<file path="src/rtl/arb_mux_pkg.sv">
// Shared types and helpers for the arbitrated channel multiplexer.
package arb_pkg;

    // Selection FSM: IDLE arbitrates every beat, LOCK holds one owner until end-of-packet.
    typedef enum logic {
        ARB_IDLE = 1'b0,
        ARB_LOCK = 1'b1
    } arb_state_e;

    // Index of the lowest set bit of a (nominally one-hot) vector of up to 32 lanes.
    // Callers zero-extend their vector and truncate the result to their index width.
    function automatic logic [4:0] oh2idx(input logic [31:0] oh);
        oh2idx = '0;
        for (int i = 31; i >= 0; i--) begin
            if (oh[i]) oh2idx = 5'(i);
        end
    endfunction

endpackage

</file>
<file path="src/rtl/arb_mux_if.sv">
// Handshake bundle for arb_mux: per-channel inputs, arbiter req/gnt and the output stream.
interface arb_mux_if #(
    parameter int WIDTH = 4,
    parameter int DW    = 32
) ();
    localparam int SW = $clog2(WIDTH);

    logic [WIDTH-1:0]    in_vld;
    logic [WIDTH*DW-1:0] in_data;
    logic [WIDTH-1:0]    in_last;
    logic [WIDTH-1:0]    in_rdy;
    logic [WIDTH-1:0]    arb_req;
    logic [WIDTH-1:0]    arb_gnt;
    logic                out_vld;
    logic [DW-1:0]       out_data;
    logic                out_last;
    logic [SW-1:0]       out_src;
    logic                out_rdy;

    // Mux side
    modport slave (
        input  in_vld, in_data, in_last, arb_gnt, out_rdy,
        output in_rdy, arb_req, out_vld, out_data, out_last, out_src
    );

    // Channel sources, arbiter and downstream sink side
    modport master (
        output in_vld, in_data, in_last, arb_gnt, out_rdy,
        input  in_rdy, arb_req, out_vld, out_data, out_last, out_src
    );
endinterface

</file>
<file path="src/rtl/arb_mux_skid.sv">
// Two-entry FIFO between the channel select and the output stream.
// Space is derived from the registered count only, so downstream ready
// never reaches the input side combinationally.
module arb_mux_skid #(
    parameter int PW = 8
) (
    input  logic          clk,
    input  logic          rst,
    input  logic          push,
    input  logic [PW-1:0] push_data,
    input  logic          rdy,
    output logic          space,
    output logic          vld,
    output logic [PW-1:0] head
);
    logic [PW-1:0] mem [2];
    logic          wr_ptr;
    logic          rd_ptr;
    logic [1:0]    count;
    logic          pop;

    assign space = (count < 2'd2);
    assign vld   = (count != 2'd0);
    assign pop   = vld & rdy;
    // Head is forced to zero when empty so the output fields read zero after reset.
    assign head  = vld ? mem[rd_ptr] : '0;

    // Pointer and occupancy tracking; push+pop together leaves count unchanged
    always_ff @(posedge clk or posedge rst) begin
        if (rst) begin
            wr_ptr <= 1'b0;
            rd_ptr <= 1'b0;
            count  <= 2'd0;
        end else begin
            if (push) wr_ptr <= ~wr_ptr;
            if (pop)  rd_ptr <= ~rd_ptr;
            case ({push, pop})
                2'b10:   count <= count + 2'd1;
                2'b01:   count <= count - 2'd1;
                default: count <= count;
            endcase
        end
    end

    // Payload storage; contents are don't-care until written
    always_ff @(posedge clk) begin
        if (push) mem[wr_ptr] <= push_data;
    end
endmodule

</file>
<file path="src/rtl/arb_mux.sv">
// Arbitrated channel multiplexer downstream of a round-robin arbiter.
// Presents requests to the arbiter, takes its one-hot grant in the same cycle,
// and pushes the granted beat tagged with its channel index into a 2-entry buffer.
// Build option ARB_MUX_LOCK_EN: when defined, a multi-beat packet holds the
// selection until its last beat; otherwise every beat is arbitrated on its own.
module arb_mux
    import arb_pkg::*;
#(
    parameter int WIDTH = 4,
    parameter int DW    = 32
) (
    input logic      clk,
    input logic      rst,
    arb_mux_if.slave bus
);
    localparam int SW = $clog2(WIDTH);
    localparam int PW = DW + 1 + SW;

    logic             space;
    logic             out_vld_w;
    logic [WIDTH-1:0] cand;
    logic [WIDTH-1:0] req;
    logic [WIDTH-1:0] rdy;
    logic [SW-1:0]    sel;
    logic [DW-1:0]    pdata;
    logic             plast;
    logic             push;
    logic [PW-1:0]    head;
`ifdef ARB_MUX_LOCK_EN
    arb_state_e    state_q, state_d;
    logic [SW-1:0] owner_q, owner_d;
`endif

    // Arbiter request: only when a beat could actually be taken, so the arbiter
    // never rotates priority without a transfer. Kept apart from the grant path.
    always_comb begin
        req = bus.in_vld & {WIDTH{space}};
`ifdef ARB_MUX_LOCK_EN
        if (state_q == ARB_LOCK) req = '0;
`endif
        if (rst) req = '0;
    end

    // Accept: lowest valid granted channel in IDLE, or the locked owner in LOCK
    always_comb begin
        cand = bus.arb_gnt & bus.in_vld & {WIDTH{space}};
        rdy  = cand & (~cand + WIDTH'(1));
`ifdef ARB_MUX_LOCK_EN
        if (state_q == ARB_LOCK) begin
            rdy          = '0;
            rdy[owner_q] = bus.in_vld[owner_q] & space;
        end
`endif
        if (rst) rdy = '0;
    end

    assign bus.arb_req = req;
    assign bus.in_rdy  = rdy;
    assign push        = |rdy;
    assign sel         = SW'(oh2idx(32'(rdy)));

    // Steer the accepted channel's payload and end-of-packet flag
    always_comb begin
        pdata = '0;
        plast = 1'b0;
        for (int i = 0; i < WIDTH; i++) begin
            if (rdy[i]) begin
                pdata = bus.in_data[i*DW +: DW];
                plast = bus.in_last[i];
            end
        end
    end

`ifdef ARB_MUX_LOCK_EN
    // Lock state and packet owner
    always_ff @(posedge clk or posedge rst) begin
        if (rst) begin
            state_q <= ARB_IDLE;
            owner_q <= '0;
        end else begin
            state_q <= state_d;
            owner_q <= owner_d;
        end
    end

    // Lock on a non-final beat taken in IDLE, release on the owner's final beat
    always_comb begin
        state_d = state_q;
        owner_d = owner_q;
        if (push) begin
            case (state_q)
                ARB_IDLE: if (!plast) begin
                    state_d = ARB_LOCK;
                    owner_d = sel;
                end
                ARB_LOCK: if (plast) state_d = ARB_IDLE;
                default:  state_d = ARB_IDLE;
            endcase
        end
    end
`endif

    arb_mux_skid #(.PW(PW)) u_skid (
        .clk       (clk),
        .rst       (rst),
        .push      (push),
        .push_data ({pdata, plast, sel}),
        .rdy       (bus.out_rdy),
        .space     (space),
        .vld       (out_vld_w),
        .head      (head)
    );

    assign bus.out_vld = out_vld_w;
    assign {bus.out_data, bus.out_last, bus.out_src} = head;
endmodule

</file>
<file path="src/flat_wrapper.sv">
// flat-port wrapper written by rule: the top's interface ports become plain ports
module arb_mux_flat import arb_pkg::*;
#(
    parameter int WIDTH = 4,
    parameter int DW    = 32
)
  (clk, rst, bus_in_vld, bus_in_data, bus_in_last, bus_arb_gnt, bus_out_rdy, bus_in_rdy, bus_arb_req, bus_out_vld, bus_out_data, bus_out_last, bus_out_src);
  arb_mux_if #(.WIDTH(WIDTH), .DW(DW)) bus_i ();
  input logic clk;
  input logic rst;
  input wire logic [$bits(bus_i.in_vld)-1:0] bus_in_vld;
  input wire logic [$bits(bus_i.in_data)-1:0] bus_in_data;
  input wire logic [$bits(bus_i.in_last)-1:0] bus_in_last;
  input wire logic [$bits(bus_i.arb_gnt)-1:0] bus_arb_gnt;
  input wire logic [$bits(bus_i.out_rdy)-1:0] bus_out_rdy;
  output wire logic [$bits(bus_i.in_rdy)-1:0] bus_in_rdy;
  output wire logic [$bits(bus_i.arb_req)-1:0] bus_arb_req;
  output wire logic [$bits(bus_i.out_vld)-1:0] bus_out_vld;
  output wire logic [$bits(bus_i.out_data)-1:0] bus_out_data;
  output wire logic [$bits(bus_i.out_last)-1:0] bus_out_last;
  output wire logic [$bits(bus_i.out_src)-1:0] bus_out_src;
  assign bus_i.in_vld = bus_in_vld;
  assign bus_i.in_data = bus_in_data;
  assign bus_i.in_last = bus_in_last;
  assign bus_i.arb_gnt = bus_arb_gnt;
  assign bus_i.out_rdy = bus_out_rdy;
  assign bus_in_rdy = bus_i.in_rdy;
  assign bus_arb_req = bus_i.arb_req;
  assign bus_out_vld = bus_i.out_vld;
  assign bus_out_data = bus_i.out_data;
  assign bus_out_last = bus_i.out_last;
  assign bus_out_src = bus_i.out_src;
  arb_mux #(.WIDTH(WIDTH), .DW(DW)) u_core (.clk(clk), .rst(rst), .bus(bus_i));
endmodule
</file>
<file path="config.mk">
export PLATFORM = sky130hd
export DESIGN_NAME = arb_mux_flat
export DESIGN_NICKNAME = d
export VERILOG_FILES = /design/src/rtl/arb_mux_pkg.sv /design/src/rtl/arb_mux_if.sv /design/src/rtl/arb_mux_skid.sv /design/src/rtl/arb_mux.sv /design/src/flat_wrapper.sv
export SDC_FILE = /design/constraint.sdc
export NUM_CORES = 1
export LEC_CHECK = 0
export BUFFER_PORTS_ARGS = -buffer_cell sky130_fd_sc_hd__buf_2
export CORE_ASPECT_RATIO = 1.75
export CORE_MARGIN = 2
export CORE_UTILIZATION = 33
export DETAILED_ROUTE_END_ITERATION = 16
export PLACE_DENSITY_LB_ADDON = 0.3
export SYNTH_ARGS = -nofsm -noshare
export SYNTH_HDL_FRONTEND = slang
export SYNTH_HIERARCHICAL = 1
export SYNTH_SLANG_ARGS = --single-unit
</file>
<file path="constraint.sdc">
create_clock -name clk -period 4.6 [get_ports clk]
set_clock_uncertainty 0.2 [all_clocks]
set_input_delay 0.69 -clock clk [delete_from_list [all_inputs] [get_ports clk]]
set_output_delay 0.69 -clock clk [all_outputs]
set_load 0.03 [all_outputs]
</file>
==> metrics.md <==
| Metric | Value |
|---|---|
| Post-synth cell types | `32` |
| Synth top area share | `53.6%` |
| Final Worst Setup Slack | `1140 ps` |
| Hold Fails Final Rpt | `0` |
| RePlAce Congestion | `0.696` |
| # port buffers | `186` |
| Hold Buf Count CTS | `0` |
| H-tree depth | `3` |
| DIE HEIGHT | `148 microns` |
| Number of global-route vias before repair | `3,267` |
| Wirelength per Cell | `16.8 microns` |
| Outcome | `completed` |
| Overflow after GRT | `0` |
| Root Buffer | `clkbuf_16` |
| Synthesis Warnings | `6` |
| DRC errors left | `0` |
| Leak | `0.00222 uW` |
| Layout cells sized above 1 | `47.9%` |
| Unrepaired setup endpoints after global routing | `false` |
| R2r setup slk | `1140 ps` |
| WS Path Type | `flip-flop to flip-flop` |
| Count leader, synth | `nor2_1` |
| CP max stage cell | `or3_2` |
| Post-Synthesis Cells | `300` |
| TritonCTS clock tree | `built` |
| Final min period | `3460 ps` |
| Clk buf depth | `2` |
| Post-DP HPWL | `7.46 mm` |
| Routed WL | `10.3 mm` |
| Post-route ant nets | `0` |
| Final net count | `about 620` |
| Slowest cell delay on critical path | `650 ps` |
| Crit path DAT | `around 3200 ps` |
| Commonest register cell after synthesis | `edfxtp_1` |
| FMAX | `0.289 GHz` |
| GRT Util Overall | `16.1%` |
| Core region area | `about 12,000 sq um` |
| 1st-iter DRT viols | `138` |
| Clock sink count | `74` |
| Nature of the critical path endpoint | `flip-flop` |
| DRT Pass-1 Iters | `4` |
| Row count | `52` |
| Number of buffers created by CTS | `9` |
| TNS Setup | `0 ps` |
| Crit path launch type | `flip-flop` |
| Syn_nets | `444` |
| Die X-Extent | `slightly below 90 microns` |
| Max cap viols | `0` |
| Vias | `3,112` |
| Initial antenna violation count | `0` |
| Dpl ws | `790 ps` |
| Worst hold margin | `around 64 ps` |
| Ys async rst share | `under 10%` |
| Setup Viol. Count Final | `0` |
| Pwr dens | `around 530 nW/um^2` |
| Worst-margin pin slew | `1090 ps` |
| Die ar. | `12,800 sq um` |
| FF-to-FF path depth | `6` |
| Max IR drop VDD | `0.000277 V` |
| Synth-to-Final Area Change | `30.8%` |
| Synth Area per Inst | `13.1 sq um` |
| EDFF count, synth | `70` |
| Post-cts gate resize count | `0` |
| Via density | `5.06` |
| Seq/Total Area, Yosys | `56.1%` |
| Max Slew Vio Count | `0` |
| Cell chain of the critical path | `inv_1 -> nand2b_1 -> or3_2 -> clkinv_8 -> or4_1 -> and2_2` |
| Reg clk slew, reported paths | `60 ps` |
| Pin count of the biggest net entering global routing | `37` |
| Most area-hungry cell type in the Yosys netlist | `edfxtp_1` |
| Skew-Pair Late Insertion Delay | `around 320 ps` |
| Critical path required time | `around 4400 ps` |
| I/O Pins | `187` |
| Initial Util | `33.9%` |
| Largest cells by area after synthesis | `edfxtp_1 (54%), mux2i_1 (8.9%), o2bb2ai_1 (7.4%), a221oi_2 (6.9%), nor2_1 (6.8%)` |
| Most frequent cells after synthesis | `nor2_1 (71), edfxtp_1 (70), mux2i_1 (35)` |
| Diodes inserted | `0` |
| Worst hold path type | `input pin to async pin` |
| Slew HR | `27.2%` |
| First-pass GRT wire length | `around 16 mm` |
| FF+latch count, synth | `74` |
| Worst-path fanout max | `36` |
| Crit share post-route | `75.2%` |
| Post-CTS setup buffers | `0` |
| Cell Area, Synth | `roughly 3900 sq um` |
==> cell families (layout without fill, tap and decap cells) <==
logic type / count (synthesis) / count (layout) / share of synthesized area [%]
buffers and inverters: 29 / 209 / 5.74
flip-flops: 74 / 74 / 56.1
adder cells (fa/ha/maj): 1 / 1 / 0.319
XOR/XNOR: 5 / 5 / 1.12
AO/OA/AOI/OAI: 68 / 68 / 18.1
AND/OR/NAND/NOR: 88 / 88 / 9.70
multiplexers: 35 / 35 / 8.93
==> path summary, 6_finish.rpt <==
path	startpoint	end
worst max-delay path	u_core/u_skid/count[1]	u_core/u_skid/mem[1][30]
worst min-delay path	rst	u_core/u_skid/count[0]
worst max register to register	u_core/u_skid/count[1]	u_core/u_skid/mem[1][30]
worst min register to register	u_core/u_skid/wr_ptr	u_core/u_skid/wr_ptr
max in group asynchronous	rst	u_core/u_skid/rd_ptr
min in group clk	u_core/u_skid/wr_ptr	u_core/u_skid/wr_ptr
==> where the power goes <==
group | switching [uW] | internal, uW | leakage, uW
sequential | 119 | 876 | 0.000709
clock | 223 | 357 | 0.000117
combinational | 737 | 386 | 0.00139
total | 1080 | 1620 | 0.00222
==> layout by cell type (no fill, tap or decap), types with 2 or more instances in the layout <==
cell and n:
a221oi_1 15, a221oi_2 18, and2_1 4, buf_2 186
buf_4 4, clkbuf_1 4, clkbuf_16 9, dfrtp_1 3
edfxtp_1 70, inv_1 3, mux2i_1 35, nand2_1 2
nor2_1 69, nor2_4 3, o2bb2ai_1 33, or2_2 2
xnor2_1 3, xor2_1 2
==> area by class of cell <==
type                            instances  area, sq um
Timing Repair Buffer                  190          961
Clock inverter                          1         3.75
Fill cell                            1153         6450
Tap cell                              135          169
Inverter                                5         31.3
Sequential cell                        74         2200
Clock buffer                           13          240
Multi-Input combinational cell        197         1520
==> through the flow <==
stage / instances / utilization, % / power, uW / cell area, sq um
3_5_place_dp: 601 / 42.2 / 2150 / 4890
6_report: 615 / 44.3 / 2700 / 5130
3_3_place_gp: 601 / 42.2 / 2130 / 4890
2_1_floorplan: 300 / - / 1810 / 3920
4_1_cts: 615 / 44.3 / 2740 / 5130
5_1_grt: 615 / 44.3 / 2850 / 5130
==> sequential cells by signal (all words and copies together) (netlist names) <==
register,count
u_core/u_skid/count,2
u_core/u_skid/mem,70
u_core/u_skid/wr_ptr,1
u_core/u_skid/rd_ptr,1
==> per-layer routing <==
layer	wire length, microns	global-route usage (%)	up-vias
met5	0	0	-
met1	3770	16.9	1472
li1	-	-	1517
met2	5730	30.0	113
met4	178	5.70	0
met3	637	4.55	10
==> worst max-delay path: cells and delay by family (launching register included) <==
kind | cells | cell delay (ps)
and+or+nand+nor | 4 | 1960
buffers and inverters | 2 | 490
DFF | 1 | 400
Power figures use the tool's default switching activity.
